File: src/rtl/trace_trig_shaper_if.sv
// Match-side and trigger-side signal bundle for the trace trigger shaper.
// The master drives the matcher/config inputs; the slave is the shaper.
interface trace_trig_shaper_if #(
  parameter int pMATCH_RULES = 8,
  parameter int pCOUNT_WIDTH = 8,
  parameter int pTIME_WIDTH  = 16
);
  logic                    I_match;
  logic [pMATCH_RULES-1:0] I_matching_pattern;
  logic [pMATCH_RULES-1:0] I_rule_select;
  logic                    I_arm;
  logic                    I_abort;
  logic                    I_oneshot;
  logic [pCOUNT_WIDTH-1:0] I_match_target;
  logic [pTIME_WIDTH-1:0]  I_delay;
  logic [pTIME_WIDTH-1:0]  I_pulse_width;
  logic [pTIME_WIDTH-1:0]  I_holdoff;

  logic                    O_trig_out;
  logic                    O_armed;
  logic                    O_busy;
  logic [2:0]              O_state;
  logic [pCOUNT_WIDTH-1:0] O_match_seen;
  logic [7:0]              O_trig_count;

  modport master (
    output I_match, I_matching_pattern, I_rule_select, I_arm, I_abort,
           I_oneshot, I_match_target, I_delay, I_pulse_width, I_holdoff,
    input  O_trig_out, O_armed, O_busy, O_state, O_match_seen, O_trig_count
  );

  modport slave (
    input  I_match, I_matching_pattern, I_rule_select, I_arm, I_abort,
           I_oneshot, I_match_target, I_delay, I_pulse_width, I_holdoff,
    output O_trig_out, O_armed, O_busy, O_state, O_match_seen, O_trig_count
  );
endinterface

File: src/rtl/trace_trig_shaper.sv
// Shapes per-cycle trace match pulses into the final capture trigger:
// rule qualification, Nth-match count, delay, pulse width, holdoff, one-shot/re-arm.
module trace_trig_shaper #(
  parameter int pMATCH_RULES = 8,
  parameter int pCOUNT_WIDTH = 8,
  parameter int pTIME_WIDTH  = 16
) (
  input  logic                TRACECLK,
  input  logic                reset,
  trace_trig_shaper_if.slave  bus
);

  typedef enum logic [2:0] {
    S_IDLE    = 3'd0,
    S_ARMED   = 3'd1,
    S_DELAY   = 3'd2,
    S_PULSE   = 3'd3,
    S_HOLDOFF = 3'd4
  } state_t;

  localparam logic [pTIME_WIDTH-1:0]  T_ONE = pTIME_WIDTH'(1);
  localparam logic [pCOUNT_WIDTH-1:0] C_ONE = pCOUNT_WIDTH'(1);

  state_t                  state, state_nxt, exit_state;
  logic                    q, hit, timer_done;
  logic [pCOUNT_WIDTH-1:0] seen_r, seen_inc, target_eff;
  logic [pTIME_WIDTH-1:0]  timer_r, width_r, holdoff_r, width_eff;
  logic                    trig_r;
  logic [7:0]              trig_cnt_r;

  assign q          = bus.I_match && |(bus.I_matching_pattern & bus.I_rule_select);
  assign seen_inc   = (&seen_r) ? seen_r : seen_r + C_ONE;
  assign target_eff = (bus.I_match_target == '0) ? C_ONE : bus.I_match_target;
  assign width_eff  = (bus.I_pulse_width == '0) ? T_ONE : bus.I_pulse_width;
  assign hit        = (state == S_ARMED) && q && (seen_inc >= target_eff);
  assign timer_done = (timer_r == '0);
  assign exit_state = bus.I_oneshot ? S_IDLE : S_ARMED;

  // State register
  always_ff @(posedge TRACECLK or posedge reset) begin
    if (reset) state <= S_IDLE;
    else       state <= state_nxt;
  end

  // Next-state logic; abort overrides everything
  always_comb begin
    state_nxt = state;
    if (bus.I_abort) begin
      state_nxt = S_IDLE;
    end else begin
      case (state)
        S_IDLE:    if (bus.I_arm) state_nxt = S_ARMED;
        S_ARMED:   if (hit) state_nxt = (bus.I_delay != '0) ? S_DELAY : S_PULSE;
        S_DELAY:   if (timer_done) state_nxt = S_PULSE;
        S_PULSE:   if (timer_done) state_nxt = (holdoff_r != '0) ? S_HOLDOFF : exit_state;
        S_HOLDOFF: if (timer_done) state_nxt = exit_state;
        default:   state_nxt = S_IDLE;
      endcase
    end
  end

  // Datapath: timer is a down-counter loaded with (period - 1) on each phase entry
  always_ff @(posedge TRACECLK or posedge reset) begin
    if (reset) begin
      trig_r     <= 1'b0;
      trig_cnt_r <= '0;
      seen_r     <= '0;
      timer_r    <= '0;
      width_r    <= '0;
      holdoff_r  <= '0;
    end else if (bus.I_abort) begin
      trig_r    <= 1'b0;
      seen_r    <= '0;
      timer_r   <= '0;
      width_r   <= '0;
      holdoff_r <= '0;
    end else begin
      trig_r <= (state_nxt == S_PULSE);
      if (state != S_PULSE && state_nxt == S_PULSE)
        trig_cnt_r <= trig_cnt_r + 8'd1;

      if (state != S_ARMED && state_nxt == S_ARMED)
        seen_r <= '0;
      else if (state == S_ARMED && q)
        seen_r <= seen_inc;

      case (state)
        S_ARMED: begin
          if (hit) begin
            width_r   <= width_eff;
            holdoff_r <= bus.I_holdoff;
            timer_r   <= (bus.I_delay != '0) ? bus.I_delay - T_ONE : width_eff - T_ONE;
          end
        end
        S_DELAY:   timer_r <= timer_done ? width_r - T_ONE : timer_r - T_ONE;
        S_PULSE: begin
          if (!timer_done)           timer_r <= timer_r - T_ONE;
          else if (holdoff_r != '0)  timer_r <= holdoff_r - T_ONE;
          else                       timer_r <= '0;
        end
        S_HOLDOFF: if (!timer_done) timer_r <= timer_r - T_ONE;
        default:   timer_r <= '0;
      endcase
    end
  end

  // Outputs
  always_comb begin
    bus.O_trig_out   = trig_r;
    bus.O_armed      = (state == S_ARMED);
    bus.O_busy       = (state == S_DELAY) || (state == S_PULSE) || (state == S_HOLDOFF);
    bus.O_state      = state;
    bus.O_match_seen = seen_r;
    bus.O_trig_count = trig_cnt_r;
  end

endmodule

File: src/flat_wrapper.sv
// flat-port wrapper written by rule: the top's interface ports become plain ports
module trace_trig_shaper_flat 
#(
  parameter int pMATCH_RULES = 8,
  parameter int pCOUNT_WIDTH = 8,
  parameter int pTIME_WIDTH  = 16
)
  (TRACECLK, reset, bus_I_match, bus_I_matching_pattern, bus_I_rule_select, bus_I_arm, bus_I_abort, bus_I_oneshot, bus_I_match_target, bus_I_delay, bus_I_pulse_width, bus_I_holdoff, bus_O_trig_out, bus_O_armed, bus_O_busy, bus_O_state, bus_O_match_seen, bus_O_trig_count);
  trace_trig_shaper_if #(.pMATCH_RULES(pMATCH_RULES), .pCOUNT_WIDTH(pCOUNT_WIDTH), .pTIME_WIDTH(pTIME_WIDTH)) bus_i ();
  input  logic TRACECLK;
  input  logic reset;
  input wire logic [$bits(bus_i.I_match)-1:0] bus_I_match;
  input wire logic [$bits(bus_i.I_matching_pattern)-1:0] bus_I_matching_pattern;
  input wire logic [$bits(bus_i.I_rule_select)-1:0] bus_I_rule_select;
  input wire logic [$bits(bus_i.I_arm)-1:0] bus_I_arm;
  input wire logic [$bits(bus_i.I_abort)-1:0] bus_I_abort;
  input wire logic [$bits(bus_i.I_oneshot)-1:0] bus_I_oneshot;
  input wire logic [$bits(bus_i.I_match_target)-1:0] bus_I_match_target;
  input wire logic [$bits(bus_i.I_delay)-1:0] bus_I_delay;
  input wire logic [$bits(bus_i.I_pulse_width)-1:0] bus_I_pulse_width;
  input wire logic [$bits(bus_i.I_holdoff)-1:0] bus_I_holdoff;
  output wire logic [$bits(bus_i.O_trig_out)-1:0] bus_O_trig_out;
  output wire logic [$bits(bus_i.O_armed)-1:0] bus_O_armed;
  output wire logic [$bits(bus_i.O_busy)-1:0] bus_O_busy;
  output wire logic [$bits(bus_i.O_state)-1:0] bus_O_state;
  output wire logic [$bits(bus_i.O_match_seen)-1:0] bus_O_match_seen;
  output wire logic [$bits(bus_i.O_trig_count)-1:0] bus_O_trig_count;
  assign bus_i.I_match = bus_I_match;
  assign bus_i.I_matching_pattern = bus_I_matching_pattern;
  assign bus_i.I_rule_select = bus_I_rule_select;
  assign bus_i.I_arm = bus_I_arm;
  assign bus_i.I_abort = bus_I_abort;
  assign bus_i.I_oneshot = bus_I_oneshot;
  assign bus_i.I_match_target = bus_I_match_target;
  assign bus_i.I_delay = bus_I_delay;
  assign bus_i.I_pulse_width = bus_I_pulse_width;
  assign bus_i.I_holdoff = bus_I_holdoff;
  assign bus_O_trig_out = bus_i.O_trig_out;
  assign bus_O_armed = bus_i.O_armed;
  assign bus_O_busy = bus_i.O_busy;
  assign bus_O_state = bus_i.O_state;
  assign bus_O_match_seen = bus_i.O_match_seen;
  assign bus_O_trig_count = bus_i.O_trig_count;
  trace_trig_shaper #(.pMATCH_RULES(pMATCH_RULES), .pCOUNT_WIDTH(pCOUNT_WIDTH), .pTIME_WIDTH(pTIME_WIDTH)) u_core (.TRACECLK(TRACECLK), .reset(reset), .bus(bus_i));
endmodule
File: config.mk
export PLATFORM = sky130hd
export DESIGN_NAME = trace_trig_shaper_flat
export DESIGN_NICKNAME = d
export VERILOG_FILES = /design/src/rtl/trace_trig_shaper_if.sv /design/src/rtl/trace_trig_shaper.sv /design/src/flat_wrapper.sv
export SDC_FILE = /design/constraint.sdc
export NUM_CORES = 1
export LEC_CHECK = 0
export BUFFER_PORTS_ARGS = -buffer_cell sky130_fd_sc_hd__buf_2
export CAP_MARGIN = 20
export CORE_UTILIZATION = 35
export DETAILED_ROUTE_END_ITERATION = 8
export PLACE_DENSITY = 0.62
export SYNTH_ARGS = -nofsm -noshare
export SYNTH_HDL_FRONTEND = slang
export SYNTH_SLANG_ARGS = --single-unit
File: constraint.sdc
create_clock -name TRACECLK -period 3.5 [get_ports TRACECLK]
set_input_delay 0.175 -clock TRACECLK [delete_from_list [all_inputs] [get_ports TRACECLK]]
set_output_delay 0.175 -clock TRACECLK [all_outputs]
set_load 0.02 [all_outputs]
==> run_results.csv <==
group,metric,value,unit
floorplanning,row_count,44,
synth,async_flop_share,100,%
synth,synth_area_leaders,"dfrtp_1 32%, nand2_1 7.0%, a21oi_1 6.1%, xnor2_1 5.0%, nor2_1 4.5%",
route,vias,5306,
sta,hold_violations,0,
route,drt_iter0_markers,439,
synth,yosysMostFrequentCell,"nand2_1",
cts,cts_setup_buffers,0,
critical_path,required,3.72,ns
synth,yosysTopAreaCellShare,32.2,%
floorplanning,io_pins,100,
synth,ys_ff_latch,68,
synth,syn_avg_cell_area,7.92,um2
finish,drive_above_1_share,20.7,%
route,drc,14,
critical_path,r2r-start,"u_core.bus.O_match_seen[1]",
synth,synth_edf_count,0,
place,place_inst,951,
job,drv_cap,0,
sta,maxSlewViolCount,0,
cts,h-tree-depth,3,
sta,min_period,3.30,ns
critical_path,critPathSlowestCell,"dfrtp_1",
power,power_leakage,2.97,nW
sta,finalCritPeriodShare,94.2,%
cts,path_clk_slew,0.06,ns
synth,synthMuxAreaShare,1.84,%
sta,postLayoutSetupSlackWorst,0.203,ns
sta,clock_skew,0.00565,ns
synth,syn_nets,760,
cts,root_buffer,"clkbuf_16",
sta,rsz0062_at_grt,"no",
global_routing,antenna_found_initial,0,
cts,cts_made_buffers,9,
synth,synth_ff_type,"dfrtp_1",
sta,slew_headroom,45.7,%
sta,worstMarginPinSlew,0.815,ns
critical_path,crit_end,"u_core.timer_r[9]",
synth,synthXorXnorAreaFrac,9.11,%
critical_path,endpoint_kind,"register",
route,drt-wirelength-per-cell,16.4,um
cts,cts.sinks,68,
critical_path,crit_buf_inv,0,
floorplanning,dieArea,15600,um2
critical_path,rrSetupSlack,0.20,ns
floorplanning,core,14600,um2
critical_path,path_class,"register to register",
synth,postSynthCellCount,668,
synth,yosys.area.top_type,"dfrtp_1",
critical_path,crit_family,"compound AO/OA/AOI/OAI gates",
place,dpl_cell_area,6090,um2
finish,fin_nets,871,
cts,cts_tree,"done",
synth,ys_types,72,
critical_path,reg2regPathDepth,13,
sta,whs,0.0679,ns
synth,yosys.area_share.simple,29.4,%
power,vdd_drop_max,0.237,mV
critical_path,r2r_end,"u_core.timer_r[9]",
critical_path,cp_max_fo,9,
synth,seq_area_frac_synth,32.2,%
route,ant_nets,0,
run_status,violations,"DRC",
synth,synth_common_cells,"99 x nand2_1, 68 x dfrtp_1, 65 x a21oi_1",
floorplanning,dieHeight,125,um
finish,area_growth,20.9,%
global_routing,grtUsageTotal,20.6,%
power,power_density,310,nW/um2
worst_hold_path,hp-class,"primary input to register",
place,gp_congestion,0.932,
critical_path,startpoint,"u_core.bus.O_match_seen[1]",
global_routing,grt_pass1_wl,25.4,mm
synth,synth_fa_ha_area_share,3.31,%
finish,num_antenna_cells,0,
critical_path,path_cells,"ha_1 -> nand4_1 -> and4_1 -> nand3_1 -> xnor2_1 -> ha_1 -> a21oi_1 -> o21ai_0 -> a21oi_1 -> o21ai_0 -> nand2_1 -> a21oi_1 -> a221o_1",
critical_path,cp_common_cell,"a21oi_1",
sta,timing.fmax,303,MHz
cts,ctsHoldBuffers,1,
route,viasPerCell,5.49,
critical_path,cpPeakStageDelay,0.42,ns
critical_path,crit_cells,13,
sta,fin_tns_setup,0,ns
synth,synth_top_family_by_area,"simple AND/OR/NAND/NOR gates",
global_routing,grt_max_degree,55,
cts,clock_latency,0.33,ns
place,dpl_worst_slack,0.237,ns
finish,nFillCells,1503,
floorplanning,die_width,125,um
global_routing,overflow,0,
place,post-dp-hpwl,12.2,mm
cts,cts_resized,0,
route,drt-pass1-iter-count,8,
cts,clockBufferDepth,2,
floorplanning,start_util,36.1,%
global_routing,grt_pass1_vias,4988,
synth,synth-compound-area-share,20.6,%
critical_path,cp.arrival,3.52,ns
finish,layout.cells.non_filler,967,
critical_path,worstSetupStartpointType,"register",
sta,finalSetupViolations,0,
route,wl,15.8,mm
place,placement.io_buffers,99,
run_status,status,"complete, but fails checks",
synth,syn_area,5290,um2
finish,stdcell_area,6400,um2
synth,yosys_warnings,0,
[power breakdown]
| part | internal, W | total [W] | switching (W) |
|---|---|---|---|
| registers | 0.000793 | 0.000799 | 0.00000608 |
| clock network | 0.000565 | 0.000892 | 0.000327 |
| logic | 0.000111 | 0.000291 | 0.000180 |
| total | 0.00147 | 0.00198 | 0.000512 |
[layout by cell type (no fill, tap or decap), types with 9 or more instances in the layout]
| cell type | netlist | final |
|---|---|---|
| nand3_1 | 22 | 22 |
| a21oi_1 | 65 | 65 |
| nor2_1 | 63 | 62 |
| buf_4 | 0 | 23 |
| nand2_1 | 99 | 99 |
| o21ai_0 | 20 | 20 |
| nor3_1 | 21 | 21 |
| a22oi_1 | 10 | 10 |
| o22ai_1 | 9 | 9 |
| ha_1 | 14 | 14 |
| nand2b_1 | 9 | 9 |
| dfrtp_1 | 68 | 68 |
| nor4_1 | 14 | 14 |
| inv_1 | 23 | 22 |
| or3_1 | 16 | 16 |
| xnor2_1 | 30 | 30 |
| clkbuf_16 | 0 | 9 |
| buf_2 | 3 | 99 |
| nor2b_1 | 10 | 10 |
| xor2_1 | 25 | 25 |
[cell type report]
cell class | count | area, um2 | area share (%)
multi-input combinational | 553 | 3400 | 53.2
sequential | 68 | 1700 | 26.6
timing repair buffer | 123 | 678 | 10.6
clock buffer | 11 | 243 | 3.79
tap | 184 | 230 | 3.60
inverter | 24 | 90.1 | 1.41
clock inverter | 4 | 50.0 | 0.782
[kinds of logic after synthesis]
logic type | after synthesis
buffers and inverters | 47
xor gates and xnor gates | 55
DFF | 68
AOI/OAI and AO/OA | 168
muxes | 9
and+or+nand+nor | 307
adders and majority gates | 14
[flip-flops by register name (all words and copies together), names as in the netlist]
| register | count |
|---|---|
| u_core.timer_r | 16 |
| u_core.holdoff_r | 16 |
| u_core.bus.O_state | 3 |
| u_core.width_r | 16 |
| u_core.bus.O_match_seen | 8 |
| u_core.bus.O_trig_out | 1 |
| u_core.bus.O_trig_count | 8 |
[routing by layer]
| layer | GRT usage, % | share of wire (%) | up-vias |
|---|---|---|---|
| li1 | - | - | 2638 |
| met1 | 26.6 | 45 | 2484 |
| met2 | 33.8 | 47 | 158 |
| met3 | 4.24 | 6.0 | 26 |
| met4 | 8.03 | 2.2 | 0 |
| met5 | 0 | 0 | - |
[worst min-delay path by stage]
| stage | slack (ns) | start | to | cells after the start |
|---|---|---|---|---|
| CTS | 0.06 | bus_I_holdoff[0] | u_core.holdoff_r[0] | 3 |
| detailed placement | 0.15 | reset | u_core.bus.O_match_seen[6] | 2 |
| global route | 0.07 | bus_I_holdoff[0] | u_core.holdoff_r[0] | 3 |
| global placement | 0.15 | reset | u_core.bus.O_match_seen[6] | 2 |
| floorplan | 0.31 | bus_I_holdoff[1] | u_core.holdoff_r[1] | 2 |
| finish | 0.07 | bus_I_holdoff[0] | u_core.holdoff_r[0] | 3 |
[worst min-delay path, delay by kind of cell]
kind,cells,cell delay (ns)
simple gates,1,0.04
buf+inv,1,0.09
compound gates,1,0.05
[metrics by stage]
stage,power [W],utilization (%)
after floorplan,0.000975,-
after global placement,0.00110,41.6
after detailed placement,0.00110,41.6
after CTS,0.00200,43.7
after global routing,0.00206,43.7
final,0.00198,43.7
Note: power is estimated with default switching activity, not from simulation.
